$ cat src/rtl/uart_pkg.sv
`default_nettype none
// ============================================================================
// Module      : uart_pkg
// Description : Shared UART types and helpers: receiver state encoding,
//               parity mode codes and a counter-width helper.
// Revision    : 1.0 - initial release
// ============================================================================
package uart_pkg;

    // Receiver states; PARITY only reachable when the parity checker is built in
    typedef enum logic [2:0] {
        ST_IDLE   = 3'd0,
        ST_START  = 3'd1,
        ST_DATA   = 3'd2,
        ST_PARITY = 3'd3,
        ST_STOP   = 3'd4
    } uart_state_t;

    // Parity mode codes for the PARITY parameter
    localparam int unsigned PAR_NONE = 0;
    localparam int unsigned PAR_EVEN = 1;
    localparam int unsigned PAR_ODD  = 2;

    // Bits needed to count 0..n-1, never less than one
    function automatic int unsigned cnt_width(input int unsigned n);
        return (n > 1) ? $clog2(n) : 1;
    endfunction

endpackage
`default_nettype wire

$ cat src/rtl/uart_baud_tick.sv
`default_nettype none
// ============================================================================
// Module      : uart_baud_tick
// Description : Clock divider producing oversample ticks, plus a per-bit
//               oversample counter. centre marks the tick at count
//               OVERSAMPLE/2+1, the last of the three majority samples.
// Revision    : 1.0 - initial release
// ============================================================================
module uart_baud_tick
    import uart_pkg::*;
#(
    parameter int unsigned TICK_DIV   = 10,
    parameter int unsigned OVERSAMPLE = 16
) (
    input  logic clk,
    input  logic rst,
    input  logic restart,
    output logic tick,
    output logic centre
);

    localparam int unsigned c_DIV_W = cnt_width(TICK_DIV);
    localparam int unsigned c_OS_W  = cnt_width(OVERSAMPLE);
    localparam logic [c_DIV_W-1:0] c_DIV_LAST  = c_DIV_W'(TICK_DIV - 1);
    localparam logic [c_OS_W-1:0]  c_OS_LAST   = c_OS_W'(OVERSAMPLE - 1);
    localparam logic [c_OS_W-1:0]  c_OS_CENTRE = c_OS_W'(OVERSAMPLE / 2 + 1);

    logic [c_DIV_W-1:0] r_div;
    logic [c_OS_W-1:0]  r_os;

    // Divider and oversample counter; restart re-aligns both to a start edge
    always_ff @(posedge clk) begin
        if (!rst || restart) begin
            r_div <= '0;
            r_os  <= '0;
        end else if (r_div == c_DIV_LAST) begin
            r_div <= '0;
            r_os  <= (r_os == c_OS_LAST) ? '0 : r_os + 1'b1;
        end else begin
            r_div <= r_div + 1'b1;
        end
    end

    assign tick   = (r_div == c_DIV_LAST);
    assign centre = tick && (r_os == c_OS_CENTRE);

endmodule
`default_nettype wire

$ cat src/rtl/uart_rx_cfg.sv
`default_nettype none
// ============================================================================
// Module      : uart_rx_cfg
// Description : Parametrised UART receiver with 3-sample majority vote,
//               framing/parity/overrun reporting and a valid/ready output
//               register. Optional parity checking is built in when the
//               macro UART_PARITY_EN is defined.
// Revision    : 1.0 - initial release
// ============================================================================
module uart_rx_cfg
    import uart_pkg::*;
#(
    parameter int unsigned CLK_FREQ   = 100_000_000,
    parameter int unsigned BAUD       = 10_000,
    parameter int unsigned DATA_BITS  = 8,
    parameter int unsigned STOP_BITS  = 1,
    parameter int unsigned PARITY     = 0,
    parameter int unsigned OVERSAMPLE = 16
) (
    input  logic                 clk,
    input  logic                 rst,
    input  logic                 rx,
    output logic                 out_valid,
    input  logic                 out_ready,
    output logic [DATA_BITS-1:0] out_data,
    output logic                 frame_err,
    output logic                 parity_err,
    output logic                 overrun,
    output logic                 busy
);

    localparam int unsigned c_TICK_DIV = CLK_FREQ / (BAUD * OVERSAMPLE);
    localparam int unsigned c_CNT_W    = cnt_width(DATA_BITS);
    localparam logic [c_CNT_W-1:0] c_DATA_LAST = c_CNT_W'(DATA_BITS - 1);
    localparam logic [c_CNT_W-1:0] c_STOP_LAST = c_CNT_W'(STOP_BITS - 1);

    logic                 r_rx_meta, r_rx_sync, r_rx_prev;
    logic [1:0]           r_samp;
    logic                 w_tick, w_centre, w_restart, w_done, w_bit;
    uart_state_t          r_state, w_state_nxt;
    logic [c_CNT_W-1:0]   r_bit_cnt, w_bit_cnt_nxt;
    logic [DATA_BITS-1:0] r_shift, w_shift_nxt;
    logic                 r_ferr, w_ferr_nxt;
    logic                 r_out_valid, r_frame_err, r_overrun;
    logic [DATA_BITS-1:0] r_out_data;
`ifdef UART_PARITY_EN
    localparam bit c_PAR_ON = (PARITY != PAR_NONE);
    logic                 r_perr, w_perr_nxt, r_parity_err;
`else
    logic                 w_unused_parity;
    assign w_unused_parity = (PARITY != PAR_NONE);
`endif

    uart_baud_tick #(
        .TICK_DIV   (c_TICK_DIV),
        .OVERSAMPLE (OVERSAMPLE)
    ) u_baud_tick (
        .clk     (clk),
        .rst     (rst),
        .restart (w_restart),
        .tick    (w_tick),
        .centre  (w_centre)
    );

    // Two-flop synchroniser plus edge-history flop; idle-high after reset
    always_ff @(posedge clk) begin
        if (!rst) begin
            r_rx_meta <= 1'b1;
            r_rx_sync <= 1'b1;
            r_rx_prev <= 1'b1;
        end else begin
            r_rx_meta <= rx;
            r_rx_sync <= r_rx_meta;
            r_rx_prev <= r_rx_sync;
        end
    end

    // Keep the two samples preceding the centre tick for the majority vote
    always_ff @(posedge clk) begin
        if (!rst)        r_samp <= 2'b11;
        else if (w_tick) r_samp <= {r_samp[0], r_rx_sync};
    end

    assign w_bit = (r_samp[1] & r_samp[0]) | (r_samp[1] & r_rx_sync) | (r_samp[0] & r_rx_sync);

    // Frame FSM state and datapath registers
    always_ff @(posedge clk) begin
        if (!rst) begin
            r_state   <= ST_IDLE;
            r_bit_cnt <= '0;
            r_shift   <= '0;
            r_ferr    <= 1'b0;
`ifdef UART_PARITY_EN
            r_perr    <= 1'b0;
`endif
        end else begin
            r_state   <= w_state_nxt;
            r_bit_cnt <= w_bit_cnt_nxt;
            r_shift   <= w_shift_nxt;
            r_ferr    <= w_ferr_nxt;
`ifdef UART_PARITY_EN
            r_perr    <= w_perr_nxt;
`endif
        end
    end

    // Next-state logic: all decisions are taken on the centre tick of a bit
    always_comb begin
        w_state_nxt   = r_state;
        w_bit_cnt_nxt = r_bit_cnt;
        w_shift_nxt   = r_shift;
        w_ferr_nxt    = r_ferr;
`ifdef UART_PARITY_EN
        w_perr_nxt    = r_perr;
`endif
        w_restart     = 1'b0;
        w_done        = 1'b0;
        case (r_state)
            ST_IDLE: begin
                if (r_rx_prev && !r_rx_sync) begin
                    w_state_nxt   = ST_START;
                    w_restart     = 1'b1;
                    w_bit_cnt_nxt = '0;
                    w_ferr_nxt    = 1'b0;
`ifdef UART_PARITY_EN
                    w_perr_nxt    = 1'b0;
`endif
                end
            end
            ST_START: begin
                if (w_centre) w_state_nxt = w_bit ? ST_IDLE : ST_DATA;
            end
            ST_DATA: begin
                if (w_centre) begin
                    w_shift_nxt = {w_bit, r_shift[DATA_BITS-1:1]};
                    if (r_bit_cnt == c_DATA_LAST) begin
                        w_bit_cnt_nxt = '0;
`ifdef UART_PARITY_EN
                        w_state_nxt   = c_PAR_ON ? ST_PARITY : ST_STOP;
`else
                        w_state_nxt   = ST_STOP;
`endif
                    end else begin
                        w_bit_cnt_nxt = r_bit_cnt + 1'b1;
                    end
                end
            end
`ifdef UART_PARITY_EN
            ST_PARITY: begin
                // Odd ones-count over data+parity is an error in even mode, and vice versa
                if (w_centre) begin
                    w_perr_nxt  = (^r_shift ^ w_bit) ^ (PARITY == PAR_ODD);
                    w_state_nxt = ST_STOP;
                end
            end
`endif
            ST_STOP: begin
                if (w_centre) begin
                    if (!w_bit) w_ferr_nxt = 1'b1;
                    if (r_bit_cnt == c_STOP_LAST) begin
                        w_done      = 1'b1;
                        w_state_nxt = ST_IDLE;
                    end else begin
                        w_bit_cnt_nxt = r_bit_cnt + 1'b1;
                    end
                end
            end
            default: w_state_nxt = ST_IDLE;
        endcase
    end

    // Output register: load on completion if free or being drained, else flag overrun
    always_ff @(posedge clk) begin
        if (!rst) begin
            r_out_valid  <= 1'b0;
            r_out_data   <= '0;
            r_frame_err  <= 1'b0;
            r_overrun    <= 1'b0;
`ifdef UART_PARITY_EN
            r_parity_err <= 1'b0;
`endif
        end else begin
            r_overrun <= 1'b0;
            if (w_done) begin
                if (!r_out_valid || out_ready) begin
                    r_out_valid  <= 1'b1;
                    r_out_data   <= r_shift;
                    r_frame_err  <= w_ferr_nxt;
`ifdef UART_PARITY_EN
                    r_parity_err <= r_perr;
`endif
                end else begin
                    r_overrun <= 1'b1;
                end
            end else if (r_out_valid && out_ready) begin
                r_out_valid  <= 1'b0;
                r_frame_err  <= 1'b0;
`ifdef UART_PARITY_EN
                r_parity_err <= 1'b0;
`endif
            end
        end
    end

    assign out_valid = r_out_valid;
    assign out_data  = r_out_data;
    assign frame_err = r_frame_err;
    assign overrun   = r_overrun;
    assign busy      = (r_state != ST_IDLE);
`ifdef UART_PARITY_EN
    assign parity_err = r_parity_err;
`else
    assign parity_err = 1'b0;
`endif

endmodule
`default_nettype wire

$ cat config.mk
export PLATFORM = sky130hd
export DESIGN_NAME = uart_rx_cfg
export DESIGN_NICKNAME = d
export VERILOG_FILES = /design/src/rtl/uart_pkg.sv /design/src/rtl/uart_baud_tick.sv /design/src/rtl/uart_rx_cfg.sv
export SDC_FILE = /design/constraint.sdc
export NUM_CORES = 1
export LEC_CHECK = 0
export CORE_UTILIZATION = 25
export CTS_CLUSTER_SIZE = 14
export DETAILED_ROUTE_END_ITERATION = 8
export GPL_ROUTABILITY_DRIVEN = 0
export PLACE_DENSITY_LB_ADDON = 0.05
export SYNTH_ARGS = -nofsm -noshare
export SYNTH_HDL_FRONTEND = slang
export SYNTH_SLANG_ARGS = --single-unit
$ cat constraint.sdc
create_clock -name clk -period 2.5 [get_ports clk]
set_input_delay 0.625 -clock clk [delete_from_list [all_inputs] [get_ports clk]]
set_output_delay 0.625 -clock clk [all_outputs]
set_load 0.1 [all_outputs]
# After elaboration in Yosys (flattened, before gate mapping)

Index checks and enable logic that the tools add are counted.

Flip-flop bits (word level): 45
Input port bits: 4
Output and inout bits: 13
Logic and storage cells: 87

$add $sub $neg: 3
Eq/ne operators: 15
Muxes and demuxes: 30
Bitwise operators: 5
Reductions and logical operators: 20

Operators with widths:

| operator              | count |
|---|---|
| $mux 3                | 11 |
| $mux 1                | 14 |
| $pmux 3 s4            | 1 |
| $add 10x1->10 const B | 1 |
| $eq 10x10->1 const B  | 1 |
| $pmux 3 s3            | 1 |
| $eq 4x4->1 const B    | 2 |
| $ne 2x1->1 const B    | 4 |
| $ne 2x2->1 const B    | 4 |
| $reduce_and 2->1      | 4 |
| $eq 3x3->1 const B    | 2 |
| $logic_not 3->1       | 2 |
| $reduce_and 6->1      | 1 |
| $reduce_bool 3->1     | 2 |
| $reduce_and 5->1      | 1 |
| $add 4x1->4 const B   | 1 |
| $mux 4                | 1 |
| $add 3x1->3 const B   | 1 |
| $and 1x1->1           | 3 |
| $eq 3x1->1 const B    | 1 |
| $eq 3x2->1 const B    | 1 |
| $logic_and 1x1->1     | 3 |
| $logic_not 1->1       | 3 |
| $logic_or 1x1->1      | 2 |
| other kinds (5)       | 6 |

# Logic depth before layout (Yosys ltp)

Word-level depth: 8
Depth in mapped cells: 8
Mapped depth without buffers: 6

# By module

From an unflattened synthesis, not the netlist that was laid out.

Cell total of the unflattened synthesis: 213
Area, all modules: 2059.5 µm²

Modules (own cells, without submodules):

| module         | instances | cells each | area an instance (µm²) | seq. area each (µm²) |
|---|---|---|---|---|
| uart_rx_cfg    | 1         | 133        | 1313.8                 | 620.6 |
| uart_baud_tick | 1         | 80         | 745.7                  | 280.3 |

# Worst setup path before layout

No wires, ideal clock.

Path kind: register to register
Start: reg r_state[2]
End: reg r_frame_err (netlist: frame_err)
Library setup time: 129 ps
Data arrival time: 1958 ps
Data required time: 2371 ps
Slack: 413 ps
Cell stages (with the launch flop): 6
Path buffers: 1
Clock period less this slack: 2087 ps
Cells stage by stage: dfxtp_1 > or3_1 > or3b_1 > buf_6 > a2bb2oi_1 > o22ai_1

Word-level cells in the longest chain between the ends: 4
Elaborated cells on any way between the ends: 9
Those cells by class: eq/ne (2); mux (4); reduce/logical (3)

Ends and longest elaborated chain:

| what                                          | line               | RTL |
|---|---|---|
| from (decl)                                   | uart_rx_cfg.sv:40  | `uart_state_t r_state, w_state_nxt;` |
| from (signal assigned)                        | uart_rx_cfg.sv:97  | `r_state <= w_state_nxt;` |
| $eq 3x3->1 or $logic_not 3->1 (tied branches) | uart_rx_cfg.sv:118 | `case (r_state)` |
| $pmux 1 s2 or $mux 1 (tied branches)          | uart_rx_cfg.sv:118 |  |
| $mux 1 (tied with other cells)                | uart_rx_cfg.sv:185 | `if (!r_out_valid \|\| out_ready) begin` |
| $mux 1 or $reduce_and 2->1 (tied branches)    | n/a                |  |
| to (signal assigned)                          | uart_rx_cfg.sv:188 | `r_frame_err <= w_ferr_nxt;` |
| to (decl)                                     | uart_rx_cfg.sv:44  | `logic r_out_valid, r_frame_err, r_overrun;` |

Several ways; a longest one is shown, not always the timed one. The select of a mux whose other input is x is not followed.
A chain may end at the register's enable or synchronous reset.

# Final worst setup path

Start: reg r_state[2]
End: out busy

Word-level cells in the longest chain between the ends: 1

Ends and longest elaborated chain:

| what              | line               | RTL |
|---|---|---|
| $reduce_bool 3->1 | uart_rx_cfg.sv:209 | `assign busy = (r_state != ST_IDLE);` |
| to (decl)         | uart_rx_cfg.sv:29  | `output logic busy` |

Every way passes these cells.

==> impl_results.md <==
- Post-DP HPWL: 3280 um
- WL met3: 131 um
- # H-tree levels: 2
- Accumulated negative setup slack: 0 ns
- Worst Path Arrival: 1.34 ns
- Outcome: completed
- Hold_buf cts: 0
- Syn. warnings: 0
- First-pass GRT wire length: 7840 um
- Antenna cells: 0
- Vias per cell: 4.54
- Max clock buf depth: 2
- Total number of vias: 1579
- Seq pwr share: 0.570
- Most used DFF post-synth: dfxtp_1
- Met1 WL: 2620 um
- Clock power share: 0.379
- Synth Area in XOR/XNOR: 0.0394
- Ys async rst share: 0
- Number of flops mapped to enable cells by yosys: 0
- Non-Filler Instances: 348
- Worst r2r src: u_baud_tick.r_div[0]$_SDFF_PP0_
- Simple-gate share of the synthesized area: 0.248
- Die X: 91.5 um
- Post-layout util: 0.300
- Clock skew: 0.0149 ns
- PwrDens: 553 nW/um2
- VDD IR-drop max: 234 uV
- Fin. max-slew vios: 0
- # clock sinks: 45
- Reg clk slew, reported paths: 0.09 ns
- Worst Setup Start Kind: flop
- Final Hold Vio Count: 0
- Metal2 WL: 1880 um
- Sw frac: 0.260
- Drt first pass iters: 6
- Post-Synth Adder-Cell Area: 0.0487
- Total grt overflow: 0
- Share of post-route cells with drive strength above 1: 0.114
- Initial drt markers: 81
- Post_cts resized: 0
- Hold_sp: r_rx_meta$_SDFF_PN1_
- Pwr Total: 1280 uW
- Synth Cell Area: 2000 um2
- Number of port buffers: 15
- Measured slew at the worst slew-check pin: 0.626 ns
- Vias in the first global route: 1490
- DR WL/cell: 13.4 um
- Die Ht: 91.5 um
- Combinational Power Share: 0.051
- IO Pins: 17
- Max-cap violations: 0
- WL final: 4670 um
- Leakage: 0.000859 uW
- Largest net degree at the start of global routing: 20
- Net Count, Synth: 242
- Top sig layer: met4
- Post-route clock period utilization: 0.785
- Register area share after synthesis: 0.450
- Post-layout min period: 1.96 ns
- Most common cell after layout, fill and taps aside: dfxtp_1
- Final setup violation count: 0
- Critical Path Source: r_state[2]$_SDFFE_PN0P_
- Synth area leader: dfxtp_1
- Syn avg cell area: 8.67 um2
- Initial antenna violation count: 0
- Critical path class: reg -> out
- Initial Util: 0.259
- Worst hold path type: reg -> reg
- Std-Cell Rows: 32
- Net Sw Power: 333 uW
- Mux contribution to synthesized area: 0.0150
- Cell count after synthesis: 231
- Inserted Clock Buffers: 5
- Register bit total from synthesis: 45
- RSZ-0062 raised after global routing: no
- Main combinational cell family by area after synthesis: simple AND/OR/NAND/NOR gates
- Fmax: 509 MHz
- Post-DRT Antenna Nets: 0
- Die ar.: 8370 um2
- Placed instance count: 340
- Core region area: 7730 um2
- Worst EP required: 1.88 ns
- CTS tree: built
- CP max FO: 5
- Most frequent cells in the layout: 45 x dfxtp_1, 24 x nand3_1, 23 x a21oi_1, 18 x nand2_1, 18 x o21ai_0
- # DRC: 0
- Clock Latency Late Sink: 0.31 ns
- Yosys cell types: 43
- Layout Area Growth over Synthesis: 15.7%
- CP endpoint kind: output pin
- GRT Resource Usage Total: 0.121
- Slew margin rel.: 0.583
- Top cell type's share of synthesized area: 0.450
- Compound-Gate Fraction of Synth Area: 0.150
- Nets@finish: 256
- Root Buffer Master: clkbuf_8
- Post-CTS Setup Inserts: 0
- Top post-synthesis cells by area: dfxtp_1 45%, nand3_1 6.0%, a21oi_1 5.8%, o21ai_0 4.5%, ha_1 4.4%
- P_int: 949 uW
==> cells by family after synthesis <==
family,count (synthesis)
fa+ha+maj,8
simple gates,92
compound gates,52
mux,3
flops,45
xor+xnor,9
other cells,1
buf+inv,21
==> sequential cells by signal, summed over array words and instances (netlist names) <==
signal,flops
r_rx_prev,1
out_valid,1
r_ferr,1
r_rx_sync,1
u_baud_tick.r_div,10
u_baud_tick.r_os,4
r_rx_meta,1
out_data,8
r_shift,8
r_bit_cnt,3
r_state,3
frame_err,1
r_samp,2
overrun,1
==> synth_stat cells (2+ instances only) <==
master     number
nand3_1        24
and3_1          4
ha_1            7
nor2_1         16
and4_1          3
buf_2           4
nor2b_1         5
a21oi_1        23
o2111ai_1       2
inv_1           7
nand2_1        18
nand4_1         5
clkbuf_1        6
nor3_1          2
mux2i_1         3
xnor2_1         3
dfxtp_1        45
o21a_1          2
nand2b_1        6
o21ai_0        18
xor2_1          6
==> area by class of cell <==
type	instances	area, um2
fill	847	5410
multi-input combinational	165	1010
sequential	45	901
timing repair buffer	20	158
tap	102	128
clock buffer	5	68.8
inverter	8	30.0
clock inverter	3	25.0
==> final timing paths <==
check | end | cells after the start | slack, ns
worst max-delay path | busy | 2 | 0.54
worst min-delay path | r_rx_sync$_SDFF_PN1_ | 1 | 0.41
worst max register to register | r_state[1]$_SDFFE_PN0P_ | 7 | 0.54
worst min register to register | r_rx_sync$_SDFF_PN1_ | 1 | 0.41
==> critical path, stage by stage, from the launching register on <==
cell and delay, ns:
dfxtp_1 0.35, or3_1 0.43, buf_4 0.26
==> per-layer routing <==
metal  GRT usage  vias up
li1            -      833
met1       0.181      722
met2       0.169       22
met3      0.0276        2
met4      0.0357        0
met5           0        -
==> power groups by stage <==
stage                     Clock (uW)  Sequential, uW  Combinational (uW)
after global placement             0             748                67.2
after CTS                        508             731                66.8
final                            486             730                65.3
after global routing             547             733                72.9
after floorplan                    0             746                50.2
after detailed placement           0             747                66.7
==> stage by stage <==
step	hold slack (ns)	setup slack, ns	area, um2
finish	0.414	0.537	2320
global route	0.461	0.310	2320
CTS	0.421	0.494	2320
detailed placement	0.397	0.400	2220
global placement	0.390	0.447	2220
floorplan	0.386	0.413	2000
Note: power is estimated with default switching activity, not from simulation.
